`config.mk`:
```
export PLATFORM = sky130hd
export DESIGN_NAME = fetch_unit
export DESIGN_NICKNAME = d
export VERILOG_FILES = /design/src/rtl/fetch_unit.sv
export SDC_FILE = /design/constraint.sdc
export NUM_CORES = 1
export LEC_CHECK = 0
export ABC_AREA = 1
export ABC_CLOCK_PERIOD_IN_PS = 1700
export BUFFER_PORTS_ARGS = -buffer_cell sky130_fd_sc_hd__buf_2
export CORE_ASPECT_RATIO = 0.9
export CORE_MARGIN = 1.5
export CORE_UTILIZATION = 40
export DETAILED_ROUTE_END_ITERATION = 7
export PLACE_DENSITY = 0.65
export SLEW_MARGIN = 20
export SYNTH_ARGS = -nofsm -noshare
export SYNTH_HDL_FRONTEND = slang
export SYNTH_SLANG_ARGS = --single-unit
```
`constraint.sdc`:
```
create_clock -name CLK -period 1.7 [get_ports CLK]
set_input_delay 0.34 -clock CLK [delete_from_list [all_inputs] [get_ports CLK]]
set_output_delay 0.34 -clock CLK [all_outputs]
set_load 0.01 [all_outputs]
```
`src/rtl/fetch_unit.sv`:
```
// fetch_unit: IF stage; owns PC, drives imem (imemREN/imemaddr), feeds IF/ID (ifinstr, ifJALjump_addr, ifW, ifRST), absorbs stall/redirect/halt, counts accepted fetches
module fetch_unit #(
  parameter logic [31:0] PC_INIT = 32'h0000_0000,
  parameter logic [31:0] PC_STEP = 32'd4
) (
  input  logic        CLK,
  input  logic        nRST,
  input  logic        ihit,
  input  logic [31:0] imemload,
  input  logic        stall,
  input  logic        redirect_en,
  input  logic [31:0] redirect_addr,
  input  logic        halt,
  output logic        imemREN,
  output logic [31:0] imemaddr,
  output logic [31:0] ifinstr,
  output logic [31:0] ifJALjump_addr,
  output logic        ifW,
  output logic        ifRST,
  output logic [31:0] fetch_count
);
  typedef enum logic {RUN, HALTED} state_t;
  state_t state, next_state;
  logic [31:0] pc, pend_addr;
  logic pend, live, flush, adv;
  assign live = nRST & (state == RUN);
  assign flush = live & (halt | redirect_en | (pend & ihit));
  assign adv = live & ~halt & ~redirect_en & ~pend & ~stall & ihit;
  always_ff @(posedge CLK or negedge nRST)
    if (!nRST) state <= RUN;
    else state <= next_state;
  always_comb next_state = (live & halt) ? HALTED : state;
  always_comb begin
    imemREN = state == RUN;
    imemaddr = pc;
    ifinstr = imemload;
    ifJALjump_addr = pc + PC_STEP;
    ifW = flush | adv;
    ifRST = flush;
  end
  always_ff @(posedge CLK or negedge nRST)
    if (!nRST) begin
      pc <= PC_INIT;
      pend <= 1'b0;
      pend_addr <= 32'h0;
      fetch_count <= 32'h0;
    end else if (live & ~halt) begin
      if (redirect_en) begin
        pend <= ~ihit;
        if (ihit) pc <= redirect_addr;
        else pend_addr <= redirect_addr;
      end else if (pend) begin
        if (ihit) begin
          pc <= pend_addr;
          pend <= 1'b0;
        end
      end else if (adv) begin
        pc <= pc + PC_STEP;
        fetch_count <= fetch_count + 32'd1;
      end
    end
endmodule

```
==> impl_metrics.ini, run 1 <==
[run_status]
outcome = finished, violations left
violations = setup timing

[synth]
ys_seq_area_frac = 0.390
ys_seq_elements = 98
synth_top_area_share = 0.390
synthCells = 891
synth-simple-area-share = 0.348
synth-xor-area-share = 0.0543
synth_area_mm2 = 0.00628
synth_top_family_by_area = simple AND/OR/NAND/NOR gates
ys_warn_count = 0
yosysUniqueCellTypes = 38
muxShareOfSynthArea = 0.00179
ys.flop_type = dfrtp_1
async_flop_share = 1.00
yosysTopAreaCell = dfrtp_1
synth_compound_area_frac = 0.0864
synth_fa_ha_area_frac = 0.00398
yosysMostFrequentCell = nand2_1
synth-edff-count = 0
ys_top_cells_by_count = 268 x nand2_1, 126 x nor2_1, 98 x dfrtp_1
synth_nets = 963
yosys-top-cells-area = dfrtp_1 39%, nand2_1 16%, nor2_1 7.5%
avgSynthCellArea_um2 = 7.05

[pwr]
fin_total_pwr_mw = 4.67
power.leakage_nw = 4.22
power_density_mw_per_mm2 = 564
peakVddDrop_uv = 518

[sta]
period_share = 1.27
max_slew.worst_pin.slew_ps = 537
maxSlewHeadroom = 0.642
fin_ws_ps = -464
hold_ws_ps = 134
hold_viol_final = 0
fmax_ghz = 0.462
min_period_ps = 2160
finClkSkew_ps = 9.62
drv_slew = 0
tns_ps = -10610
finalSetupViolCount = 29
rsz0062_at_grt = true

[critical_path]
required_ps = 1360
worstReg2RegEnd = imemaddr[7]
crit_type = reg -> out
rr_worst_depth = 14
r2r_setup_slack_ps = -300
worstReg2RegStart = imemaddr[2]
startpoint_type = flip-flop
end_kind = output pin
crit_fanout = 5
worstPathArrival_ps = 1820

[cts]
worstSkewPairLatency_ps = 350
postCtsHoldBufs = 0
cts_root_buf = clkbuf_16
clkTransAtPathRegs_ps = 70
cts_tree = done
cts_buffer_depth = 2
cts_buffers = 9
cts_htree_levels = 3
cts_num_sinks = 98

[global_routing]
antenna_found_initial = 0
overflow = 0
grt_max_degree = 99
grt_pass1_wl_um = 28400
grt_pass1_vias = 5508
grt_usage = 0.223

[route]
wl_met3_um = 892
drcViolationCount = 0
first_iter_violations = 351
routed_wl_um = 18000
wl_per_cell_um = 14.1
wl_met1_um = 8770
wl_met2_um = 7960
viasPerCell = 4.85
highest-signal-layer = met4
routed-via-count = 6209
drtAntennaViolNets = 0
first_pass_iters = 5

[placed_design]
port_buffers = 136
hpwl_um = 13200
finalWeightedCongestion = 0.903
dpl-instance-area_mm2 = 0.00745

[die]
core_area_mm2 = 0.0154
die_h_um = 122
die_area_mm2 = 0.0165
fp-row-count = 43
ios = 201
start_util = 0.408
die_x_um = 135

[finish]
design_area_mm2 = 0.00828
syn_to_final_growth_pct = 31.8
fillCellCount = 1480
layout-drive-gt1-share = 0.313
fin_nets = 1144
antennaDiodeCount = 0

[worst_hold_path]
hold_class = in -> async

[flow_run]
drv_cap = 0
-- critical path: stages (launching register included) --
cell and delay (ps):
dfrtp_1 380, ha_2 210, nand2_2 60, nor2_4 130, nand2_4 110, nor2_4 180, nand3_1 110, and2_1 170
buf_2 130
-- sequential cells by signal, summed over array words and instances (netlist names) --
| name | count |
|---|---|
| pend_addr | 32 |
| imemaddr | 32 |
| pend | 1 |
| fetch_count | 32 |
| state | 1 |
-- metal layers --
| layer | global-route usage | up-vias |
|---|---|---|
| met3 | 0.0433 | 24 |
| met5 | 0 | - |
| met2 | 0.328 | 183 |
| met1 | 0.327 | 2889 |
| met4 | 0.0753 | 0 |
| li1 | - | 3113 |
-- power breakdown --
part | total (mW) | internal [mW] | switching, mW
registers | 2.33 | 2.33 | 0
logic | 0.197 | 0.0653 | 0.132
clock network | 2.14 | 1.22 | 0.921
total | 4.67 | 3.62 | 1.05
-- cells in the final DEF, fill, tap and decap left out, types with 2 or more instances in the layout --
master / synthesis / final
nand2_1: 268 / 261
buf_2: 13 / 130
nor2_1: 126 / 102
dfrtp_1: 98 / 96
buf_4: 35 / 82
inv_1: 82 / 80
o21ai_0: 65 / 63
nand3_1: 54 / 53
nor2_2: 5 / 25
a21oi_1: 26 / 24
buf_6: 1 / 14
nand3b_1: 12 / 12
xor2_1: 16 / 12
nor2_4: 7 / 11
nand2_2: 6 / 11
xor2_2: 7 / 11
nor3_1: 9 / 9
clkbuf_16: 0 / 9
buf_12: 0 / 7
xnor2_1: 10 / 6
inv_2: 5 / 5
nand4_1: 5 / 5
nand2_4: 3 / 4
o21ai_1: 2 / 3
xnor2_2: 0 / 3
a22oi_1: 3 / 3
nor2_8: 2 / 2
and2_1: 2 / 2
nor3_4: 1 / 2
a31oi_1: 2 / 2
a21oi_2: 1 / 2
a41oi_1: 2 / 2
clkbuf_8: 0 / 2
clkinvlp_4: 0 / 2
dfrtp_2: 0 / 2
-- timing repair --
item / 4_1_cts / 5_1_grt
buffers inserted: 17 / 11
pin swaps: 17 / 18
gates cloned: 1 / 0
setup endpoints to repair: 30 / 89
gates resized for setup: 38 / 42
-- cell type report --
cell class                 instances  area (µm²)  area share
timing repair buffer             234        1600       0.193
tap                              202         253      0.0305
sequential                        98        2450       0.296
clock inverter                     4        50.0     0.00604
clock buffer                      12         256      0.0310
inverter                          88         338      0.0408
multi-input combinational        641        3330       0.403
-- per-stage QoR --
stage / setup slack (ps) / std cells / util
3_3_place_gp: -65.3 / 1236 / 0.484
3_5_place_dp: -77.1 / 1236 / 0.484
4_1_cts: -443 / 1270 / 0.525
6_report: -464 / 1279 / 0.538
5_1_grt: -565 / 1279 / 0.538
2_1_floorplan: -19.3 / 891 / -
-- kinds of logic (layout without fill, tap and decap cells) --
group                    count (synthesis)  after routing
AO/OA/AOI/OAI                          103            103
XOR/XNOR                                33             33
adder cells (fa/ha/maj)                  2              2
buffers and inverters                  152            338
flip-flops                              98             98
multiplexers                             1              1
AND/OR/NAND/NOR                        502            502
-- how the worst max path moves through the flow --
stage	start	to	slack [ps]	depth (start not counted)
floorplan	imemaddr[3]	ifJALjump_addr[26]	-20	7
global placement	imemaddr[3]	ifJALjump_addr[26]	-70	8
detailed placement	imemaddr[3]	ifJALjump_addr[26]	-80	8
CTS	imemaddr[3]	ifJALjump_addr[26]	-440	8
global route	imemaddr[3]	ifJALjump_addr[26]	-560	8
finish	imemaddr[3]	ifJALjump_addr[26]	-460	8
Note: power is estimated with default switching activity, not from simulation.
==> run 2, diff against run 1 <==
Settings changed: ABC_AREA 1 to not set, ABC_CLOCK_PERIOD_IN_PS 1700 to 2100, PLACE_DENSITY 0.65 to 0.67.
Clock period 1.7 ns to 2.1 ns, I/O delays scaled along.
==> run 2 against run 1 <==
Flip-flop and latch count is the same. Via count is 18% lower. The run still ends with setup timing left. Register-to-register slack gained 390 ps. Count of clock-buffer cells in the layout decreased by 1.
==> impl_metrics.ini, run 2 <==
[run_status]
outcome = finished, violations left
violations = setup timing

[die]
die_h_um = 114
core_area_mm2 = 0.0134
ios = 201
start_util = 0.410
die_x_um = 127
fp-row-count = 40
die_area_mm2 = 0.0145

[sta]
drv_slew = 0
finalSetupViolCount = 20
period_share = 1.20
fmax_ghz = 0.398
max_slew.worst_pin.slew_ps = 916
hold_viol_final = 0
hold_ws_ps = 106
min_period_ps = 2510
fin_ws_ps = -413
finClkSkew_ps = 4.38
rsz0062_at_grt = true
tns_ps = -5560
maxSlewHeadroom = 0.389

[cts]
cts_buffers = 9
cts_root_buf = clkbuf_16
postCtsHoldBufs = 0
worstSkewPairLatency_ps = 360
cts_htree_levels = 3
cts_num_sinks = 98
cts_tree = done
clkTransAtPathRegs_ps = 60
cts_buffer_depth = 2

[finish]
multiInputGateArea_mm2 = 0.00302
design_area_mm2 = 0.00756
mostFrequentLayoutCells = 135 x buf_2, 86 x dfrtp_1, 85 x buf_4
area.sequential_mm2 = 0.00247
layout-drive-gt1-share = 0.471
antennaDiodeCount = 0
syn_to_final_growth_pct = 37.3
fin_nets = 800
final_common_cell = buf_2
fillCellCount = 1163
fin_util = 0.564

[critical_path]
worstPathArrival_ps = 2090
required_ps = 1680
worstReg2RegEnd = imemaddr[17]
critical_path.max_stage_delay_ps = 500
cp_num_buf_inv = 1
startpoint_type = flip-flop
crit_fanout = 6
crit_chain = nand4_1, or3_4, nor4b_4, xor2_1, buf_2
r2r_setup_slack_ps = 90
end_kind = output pin
worstReg2RegStart = imemaddr[12]
cpLargestDelayFamily = simple AND/OR/NAND/NOR gates
crit_type = reg -> out
rr_worst_depth = 6
cp_slowest_cell = or3_4

[pwr]
p_sw_mw = 0.928
switching_share = 0.222
power.leakage_nw = 3.87
clock_power_share = 0.465
internal_power_mw = 3.26
power_density_mw_per_mm2 = 554
combPwrFrac = 0.075
peakVddDrop_uv = 419
seqPwrFrac = 0.460

[synth]
yosys-top-cells-area = dfrtp_1 45%, mux2_2 6.1%, xnor2_1 5.4%
synth_top_area_share = 0.445
yosysTopAreaCell = dfrtp_1
synth_nets = 618
async_flop_share = 1.00
synthCells = 546
yosysUniqueCellTypes = 52
yosysMostFrequentCell = dfrtp_1
ys_top_cells_by_count = 98 x dfrtp_1, 41 x o21ai_0, 38 x nand2_1
ys.flop_type = dfrtp_1
ys_warn_count = 0
ys_seq_elements = 98
ys_seq_area_frac = 0.445
avgSynthCellArea_um2 = 10.1
synth_area_mm2 = 0.00551
synth-edff-count = 0

[placed_design]
finalWeightedCongestion = 0.851
hpwl_um = 10800
dpl-instance-area_mm2 = 0.00667
port_buffers = 136

[route]
first_iter_violations = 346
viasPerCell = 5.62
wl_per_cell_um = 17.7
drcViolationCount = 0
routed-via-count = 5064
routed_wl_um = 16000
first_pass_iters = 5
drtAntennaViolNets = 0

[global_routing]
grt_usage = 0.220
grt_pass1_vias = 4832
grt_pass1_wl_um = 25000
overflow = 0
antenna_found_initial = 0
grt_max_degree = 68

[flow_run]
drv_cap = 0

[worst_hold_path]
hold_class = in -> async
-- run 2: per-layer routing --
metal | global-route usage | part of all wire | wire (µm)
met4 | 0.0598 | 0.022 | 344
met1 | 0.287 | 0.43 | 6910
met2 | 0.359 | 0.47 | 7570
met3 | 0.0640 | 0.073 | 1160
met5 | 0 | 0 | 0
-- run 2: final cells by class --
type                            instances  share of cell area
Sequential cell                        98               0.326
Timing Repair Buffer                  233               0.195
Tap cell                              168              0.0278
Clock buffer                           11              0.0334
Inverter                                9             0.00447
Clock inverter                          5              0.0132
Multi-Input combinational cell        377               0.399
-- run 2: stage by stage --
step,setup slack [ps],cells,power [mW]
floorplan,-45.8,546,2.15
global placement,-7.96,861,2.25
detailed placement,-27.8,861,2.26
CTS,-363,888,4.22
global route,-472,901,4.34
finish,-413,901,4.19
-- run 2: worst reg2reg max path, delay by kind of cell, from the launching register on --
| kind | cells | cell delay [ps] |
|---|---|---|
| buffers and inverters | 1 | 170 |
| AO/OA/AOI/OAI | 2 | 430 |
| flip-flops | 1 | 410 |
| AND/OR/NAND/NOR | 3 | 910 |
-- run 2: timing repair --
| action | CTS | global route |
|---|---|---|
| cloned | 1 | 0 |
| setup buffers | 10 | 15 |
| pin swaps | 24 | 29 |
| setup endpoints to repair | 24 | 31 |
| gates resized for setup | 35 | 33 |
-- run 2: power groups by stage --
stage / combinational, mW / sequential (mW) / clock [mW]
after floorplan: 0.182 / 1.97 / 0
after global placement: 0.297 / 1.96 / 0
after detailed placement: 0.303 / 1.96 / 0
after CTS: 0.310 / 1.92 / 1.99
after global routing: 0.346 / 1.93 / 2.06
final: 0.314 / 1.93 / 1.95
-- run 2: cells by family after synthesis --
family                     after synthesis  share of synthesized area
and+or+nand+nor                        171                      0.177
DFF                                     98                      0.445
muxes                                   32                     0.0650
adders and majority gates                2                    0.00454
AOI/OAI and AO/OA                      112                      0.139
buffers and inverters                   72                     0.0755
xor gates and xnor gates                59                     0.0939
-- run 2: how the worst max path moves through the flow --
stage | slack [ps] | cells after the start | endpoint | startpoint
global placement | -8 | 5 | ifJALjump_addr[22] | imemaddr[6]
floorplan | -50 | 5 | ifJALjump_addr[22] | imemaddr[5]
finish | -410 | 5 | ifJALjump_addr[27] | imemaddr[17]
CTS | -360 | 6 | ifJALjump_addr[31] | imemaddr[6]
detailed placement | -30 | 5 | ifJALjump_addr[22] | imemaddr[6]
global route | -470 | 7 | ifJALjump_addr[23] | imemaddr[17]
